**config.mk**
```make
export PLATFORM = sky130hd
export DESIGN_NAME = digital_tube_decoder
export DESIGN_NICKNAME = d
export VERILOG_FILES = /design/src/rtl/digital_tube_pkg.sv /design/src/rtl/seg_glyph_decode.sv /design/src/rtl/digital_tube_decoder.sv
export SDC_FILE = /design/constraint.sdc
export NUM_CORES = 1
export LEC_CHECK = 0
export BUFFER_PORTS_ARGS = -buffer_cell sky130_fd_sc_hd__buf_2
export CAP_MARGIN = 15
export CORE_UTILIZATION = 57
export CTS_CLUSTER_DIAMETER = 60
export CTS_CLUSTER_SIZE = 40
export DETAILED_ROUTE_END_ITERATION = 7
export PLACE_DENSITY = 0.76
export SETUP_SLACK_MARGIN = 0.4
export SYNTH_ARGS = -nofsm -noshare
export SYNTH_HDL_FRONTEND = slang
export SYNTH_SLANG_ARGS = --single-unit
```
**constraint.sdc**
```tcl
create_clock -name i_clk -period 2.4 [get_ports i_clk]
set_input_delay 0.24 -clock i_clk [delete_from_list [all_inputs] [get_ports i_clk]]
set_output_delay 0.24 -clock i_clk [all_outputs]
set_load 0.02 [all_outputs]
```
**src/rtl/digital_tube_pkg.sv**
```systemverilog
// Glyph table and receive-side types shared by both ends of the digit-tube scan link.
package digital_tube_pkg;

  localparam int unsigned SEG_W   = 7;
  localparam int unsigned NIB_W   = 4;
  localparam int unsigned GLYPH_N = 16;

  localparam logic [SEG_W-1:0] BLANK = 7'b1111111;

  // Active-low segments, bit6 = A ... bit0 = G, indexed by the hex value shown.
  localparam logic [SEG_W-1:0] GLYPHS [GLYPH_N] = '{
    7'b0000001, 7'b1001111, 7'b0010010, 7'b0000110,
    7'b1001100, 7'b0100100, 7'b0100000, 7'b0001111,
    7'b0000000, 7'b0000100, 7'b0001000, 7'b1100000,
    7'b0110001, 7'b1000010, 7'b0110000, 7'b0111000
  };

  typedef struct packed {
    logic             sel;
    logic [SEG_W-1:0] seg;
  } tube_sample_t;

  typedef enum logic {
    SETTLING = 1'b0,
    HELD     = 1'b1
  } state_t;

endpackage

```
**src/rtl/seg_glyph_decode.sv**
```systemverilog
// Combinational reverse lookup of an active-low seven-segment pattern into a hex nibble.
module seg_glyph_decode
  import digital_tube_pkg::*;
(
  input  logic [SEG_W-1:0] seg,
  output logic             match,
  output logic [NIB_W-1:0] nibble
);

  // Glyphs are unique, so at most one entry can hit; blank never does.
  always_comb begin
    match  = 1'b0;
    nibble = '0;
    if (seg != BLANK) begin
      for (int unsigned i = 0; i < GLYPH_N; i++) begin
        if (seg == GLYPHS[i]) begin
          match  = 1'b1;
          nibble = NIB_W'(i);
        end
      end
    end
  end

endmodule

```
**src/rtl/digital_tube_decoder.sv**
```systemverilog
// Receive end of the two-digit tube scan bus: filters, decodes and tracks both digits
// and flags a stalled scan.
module digital_tube_decoder
  import digital_tube_pkg::*;
#(
  parameter int unsigned P_SETTLE  = 16,
  parameter int unsigned P_TIMEOUT = 1_000_000
) (
  input  logic             i_clk,
  input  logic             i_rst,
  input  logic [SEG_W-1:0] i_digitalTube,
  input  logic             i_sel,
  output logic [NIB_W-1:0] o_hexHigh,
  output logic [NIB_W-1:0] o_hexLow,
  output logic             o_validHigh,
  output logic             o_validLow,
  output logic             o_update,
  output logic             o_err,
  output logic             o_stalled
);

  localparam int unsigned CNT_W   = $clog2(P_SETTLE + 1);
  localparam int unsigned STALL_W = $clog2(P_TIMEOUT + 1);

  tube_sample_t       sync_q1, sync_q2, s_prev;
  logic [CNT_W-1:0]   cnt;
  logic [STALL_W-1:0] stall_cnt;
  state_t             state, next_state;
  logic               capture;
  logic               stable;
  logic               sel_edge;
  logic               stall_fire;
  logic               dec_match;
  logic [NIB_W-1:0]   dec_nibble;
  logic               cur_valid;
  logic [NIB_W-1:0]   cur_hex;
  logic               cap_update;

  assign stable     = (sync_q2 == s_prev);
  assign sel_edge   = sync_q2.sel ^ s_prev.sel;
  assign stall_fire = !sel_edge && (stall_cnt == STALL_W'(P_TIMEOUT - 1));

  // Two-flop synchronizers on all eight lines, plus the previous-sample register.
  always_ff @(posedge i_clk or posedge i_rst) begin
    if (i_rst) begin
      sync_q1 <= '0;
      sync_q2 <= '0;
      s_prev  <= '0;
    end else begin
      sync_q1 <= {i_sel, i_digitalTube};
      sync_q2 <= sync_q1;
      s_prev  <= sync_q2;
    end
  end

  always_ff @(posedge i_clk or posedge i_rst) begin
    if (i_rst) begin
      cnt <= '0;
    end else if (!stable) begin
      cnt <= '0;
    end else if (cnt != CNT_W'(P_SETTLE)) begin
      cnt <= cnt + CNT_W'(1);
    end
  end

  always_ff @(posedge i_clk or posedge i_rst) begin
    if (i_rst) begin
      state <= SETTLING;
    end else begin
      state <= next_state;
    end
  end

  // One capture per stable interval: fire once on the settle threshold, then hold.
  always_comb begin
    next_state = state;
    capture    = 1'b0;
    case (state)
      SETTLING: begin
        if (stable && (cnt == CNT_W'(P_SETTLE - 1))) begin
          capture    = 1'b1;
          next_state = HELD;
        end
      end
      HELD: begin
        if (!stable) next_state = SETTLING;
      end
    endcase
  end

  seg_glyph_decode u_decode (
    .seg    (sync_q2.seg),
    .match  (dec_match),
    .nibble (dec_nibble)
  );

  assign cur_valid  = sync_q2.sel ? o_validHigh : o_validLow;
  assign cur_hex    = sync_q2.sel ? o_hexHigh   : o_hexLow;
  assign cap_update = capture && (dec_match ? (!cur_valid || (cur_hex != dec_nibble)) : cur_valid);

  always_ff @(posedge i_clk or posedge i_rst) begin
    if (i_rst) begin
      stall_cnt <= '0;
    end else if (sel_edge) begin
      stall_cnt <= '0;
    end else if (stall_cnt != STALL_W'(P_TIMEOUT)) begin
      stall_cnt <= stall_cnt + STALL_W'(1);
    end
  end

  // Digit state; a stall clearing the valids overrides a same-cycle capture.
  always_ff @(posedge i_clk or posedge i_rst) begin
    if (i_rst) begin
      o_hexHigh   <= '0;
      o_hexLow    <= '0;
      o_validHigh <= 1'b0;
      o_validLow  <= 1'b0;
      o_update    <= 1'b0;
      o_err       <= 1'b0;
      o_stalled   <= 1'b0;
    end else begin
      o_update <= cap_update || (stall_fire && (o_validHigh || o_validLow));
      o_err    <= capture && !dec_match;
      if (capture) begin
        if (sync_q2.sel) begin
          if (dec_match) o_hexHigh <= dec_nibble;
          o_validHigh <= dec_match;
        end else begin
          if (dec_match) o_hexLow <= dec_nibble;
          o_validLow <= dec_match;
        end
      end
      if (sel_edge) begin
        o_stalled <= 1'b0;
      end else if (stall_fire) begin
        o_stalled   <= 1'b1;
        o_validHigh <= 1'b0;
        o_validLow  <= 1'b0;
      end
    end
  end

endmodule

```
==> summary.md <==
| Metric | Value |
|---|---|
| Run status | `complete, no violations` |
| Via count | `2224` |
| Yosys cell types | `53` |
| Endpoints failing setup | `0` |
| Worst path max stage delay | `0.55 ns` |
| Yosys Warn Count | `0` |
| Gate Count Post-Synth | `276` |
| Cells taking the most area after synthesis | `sky130_fd_sc_hd__dfrtp_1, sky130_fd_sc_hd__xor2_1, sky130_fd_sc_hd__nor2_1` |
| GRT overflow | `0` |
| Final-report hold violation count | `0` |
| Top FF cell, synth | `sky130_fd_sc_hd__dfrtp_1` |
| CTS H-tree lvls | `3` |
| Critical path cell sequence | `xor2_1, or4_4, nor4b_4, buf_4, nand3_4, mux2_4` |
| CP Class | `reg -> reg` |
| Data required time at the worst endpoint | `2.63 ns` |
| Sequential area share after synthesis | `52.5%` |
| Fraction of synthesis flops using an asynchronous set or reset pin | `100%` |
| Power per unit of standard cell area | `593 mW/mm2` |
| Count of pins over their slew limit | `0` |
| Cell type with the highest aggregate area in the netlist | `sky130_fd_sc_hd__dfrtp_1` |
| Clk_lat worst skew | `0.34 ns` |
| Count of standard-cell rows | `26` |
| Max Buffers Root-to-Sink | `2` |
| Detailed Route Iter0 Violations | `110` |
| Largest family of logic cells by synthesized area | `simple AND/OR/NAND/NOR gates` |
| Number of global-route vias before repair | `2138` |
| Multiplexer fraction of the synthesized cell area | `5.00%` |
| Total wirelength of the detailed-routed design | `5.85 mm` |
| Met3 wire len | `255 um` |
| Worst Setup Start Kind | `flip-flop` |
| Number of placed instances with taps included | `369` |
| Input/output buffers | `22` |
| Die X | `74.6 um` |
| Setup clock skew after layout | `0.00657 ns` |
| Diodes inserted | `0` |
| Final weighted congestion of routability-driven global placement | `0.820` |
| Synth top cells by count | `sky130_fd_sc_hd__dfrtp_1, sky130_fd_sc_hd__nor2_1, sky130_fd_sc_hd__xor2_1, sky130_fd_sc_hd__inv_1, sky130_fd_sc_hd__nand3_1` |
| Die height | `74.6 um` |
| Met2 wire length | `2.77 mm` |
| Fraction of synthesized cell area in xor and xnor cells | `9.33%` |
| Fmax | `0.462 GHz` |
| Count of flip-flops with a built-in enable after synthesis | `0` |
| Post-Syn Nets | `291` |
| I/O pins | `23` |
| Std-Cell Core Area | `0.00511 mm2` |
| Most used standard cell by instance count after synthesis | `sky130_fd_sc_hd__dfrtp_1` |
| Post-route minimum period | `2.16 ns` |
| Maximum number of pins on one net before global-route repair | `64` |
| Fraction of the mapped netlist area in compound gates | `7.95%` |
| Top cell type's share of synthesized area | `52.5%` |
| Highest layer used for signal routing | `met4` |
| Master of the slowest instance on the critical path | `sky130_fd_sc_hd__or4_4` |
| Mean area per synthesized cell | `10.9 um2` |
| Kind of cell adding the most delay to the critical path | `simple AND/OR/NAND/NOR gates` |
| Clock-pin slew on the worst setup and hold paths | `0.07 ns` |
| WP data arrival | `2.40 ns` |
| Relative slew slack | `49.3%` |
| Max FO, Critical Path | `5` |
| Average detailed-routed wire length per instance | `14.4 um` |
| Initial antenna violation count | `0` |
| Total of flip-flops plus latches after synthesis | `63` |
| Number of max-cap violations | `0` |
| NumNets Final | `346` |
| Sum of routed wire segments on met1 | `2.72 mm` |
| Detail Route Antenna Nets | `0` |
| Remaining design rule violation count | `0` |
| DIE AREA | `0.00557 mm2` |
| Detailed Place HPWL | `3.58 mm` |
| Leakage power | `1.68 nW` |
| Synth Cell Area | `0.00301 mm2` |
| Clock Sinks | `63` |
| CTS tree | `yes` |
| Max rail drop VDD | `519 uV` |
| CP Capture Type | `flip-flop` |
| Total global routing track utilization | `22.6%` |
| Starting density of the core | `58.8%` |
| Buffers & Inverters on Critical Path | `1` |
| Fin crit share | `90.2%` |
| Ratio of cells with drive above 1 in the final layout | `27.7%` |
| RSZ-0062 raised after global routing | `yes` |
| Pre-Repair DR Iteration Count | `4` |
| Global-route wire length before repair | `9.27 mm` |
| CTS Root Cell | `sky130_fd_sc_hd__clkbuf_8` |
| Growth of design area from synthesis to finish | `23.4%` |
| Via-to-Cell Ratio | `5.48` |
| Slew at the pin closest to its max-slew limit | `0.761 ns` |
| Total negative setup slack | `0 ns` |
| Adder and majority cell fraction of the synthesized area | `2.08%` |
| Non-filler cells, final | `406` |
| Type of the most critical hold path | `in -> async` |
| Post-Synth Simple-Gate Area | `19.5%` |
| Final cell utilization of the core | `72.6%` |
| Num CTS Buffers | `9` |
layout by cell type, fill, tap and decap left out, drive strengths merged, types with 2 or more instances in the layout:
cell type,count
or4,2
ha,5
and4,2
nor4b,2
a32o,2
dfrtp,63
nand4,7
inv,15
a21o,2
nor4,6
or3b,3
a21oi,7
nand2,11
nand3b,2
mux2,8
o22ai,3
nor3,8
buf,48
nand3,14
nor2,31
clkinv,2
clkinvlp,4
and4b,2
xor2,21
o21a,2
o21ai,4
dlygate4sd3,8
xnor2,11
mux2i,6
a311oi,2
a31oi,2
clkbuf,9
and3,6
repair_timing:
| item | CTS | global route |
|---|---|---|
| resized for setup | 5 | 11 |
| buffers inserted | 3 | 10 |
| pin swaps | 1 | 5 |
| gates cloned | 0 | 0 |
| endpoints found under the setup margin | 11 | 15 |
| hold buffers | 8 | 0 |
| hold endpoints to repair | 8 | 0 |
power by group:
part           internal (mW)  switching (mW)  total, mW
sequential              1.09          0.0258       1.12
clock                  0.478           0.427      0.905
combinational         0.0767           0.103      0.180
total                   1.64           0.556       2.20
layer usage:
metal  vias up  track usage (%)
met5         -                0
met4         0             13.2
met3        12             5.62
met2        57             34.9
met1      1077             29.1
li1       1078                -
through the flow:
stage          hold slack, ns  power [mW]  setup WS, ns  instance area [um2]
2_1_floorplan           0.271        1.24         0.240                 3020
3_3_place_gp            0.332        1.28         0.208                 3260
3_5_place_dp            0.335        1.29         0.166                 3260
4_1_cts                 0.144        2.20         0.222                 3580
5_1_grt                 0.185        2.28         0.163                 3710
6_report                0.119        2.20         0.235                 3710
area by class of cell:
| type | instances | area, um2 |
|---|---|---|
| clock buffer | 9 | 124 |
| clock inverter | 7 | 73.8 |
| fill | 367 | 1400 |
| inverter | 15 | 56.3 |
| multi-input combinational | 186 | 1400 |
| sequential | 63 | 1580 |
| tap | 70 | 87.6 |
| timing repair buffer | 56 | 389 |
registers in the layout, indices dropped and copies added, names as in the netlist:
register / flops
o_err: 1
sync_q2: 8
o_validHigh: 1
cnt: 5
s_prev: 8
o_validLow: 1
sync_q1: 8
state: 1
o_hexHigh: 4
o_stalled: 1
o_hexLow: 4
stall_cnt: 20
o_update: 1
logic make-up (layout without fill, tap and decap cells):
| logic type | Yosys count | in the layout |
|---|---|---|
| fa+ha+maj | 5 | 5 |
| compound gates | 31 | 31 |
| xor+xnor | 32 | 32 |
| flops | 63 | 63 |
| mux | 14 | 14 |
| buf+inv | 27 | 87 |
| simple gates | 104 | 104 |
tightest hold or removal path, delay by kind of cell:
| kind | cells | cell delay [ns] |
|---|---|---|
| buffers and inverters | 3 | 0.73 |
final timing paths:
kind	cells past startpoint	to	slack (ns)	start
max	6	o_hexLow[2]	0.24	sync_q2[5]
min	3	sync_q1[7]	0.12	i_rst
max reg2reg	6	o_hexLow[2]	0.24	sync_q2[5]
min reg2reg	0	sync_q2[2]	0.34	sync_q1[2]
max in group asynchronous	3	sync_q2[3]	1.75	i_rst
min in group i_clk	0	sync_q2[2]	0.34	sync_q1[2]
(Power assumes the default switching activity.)
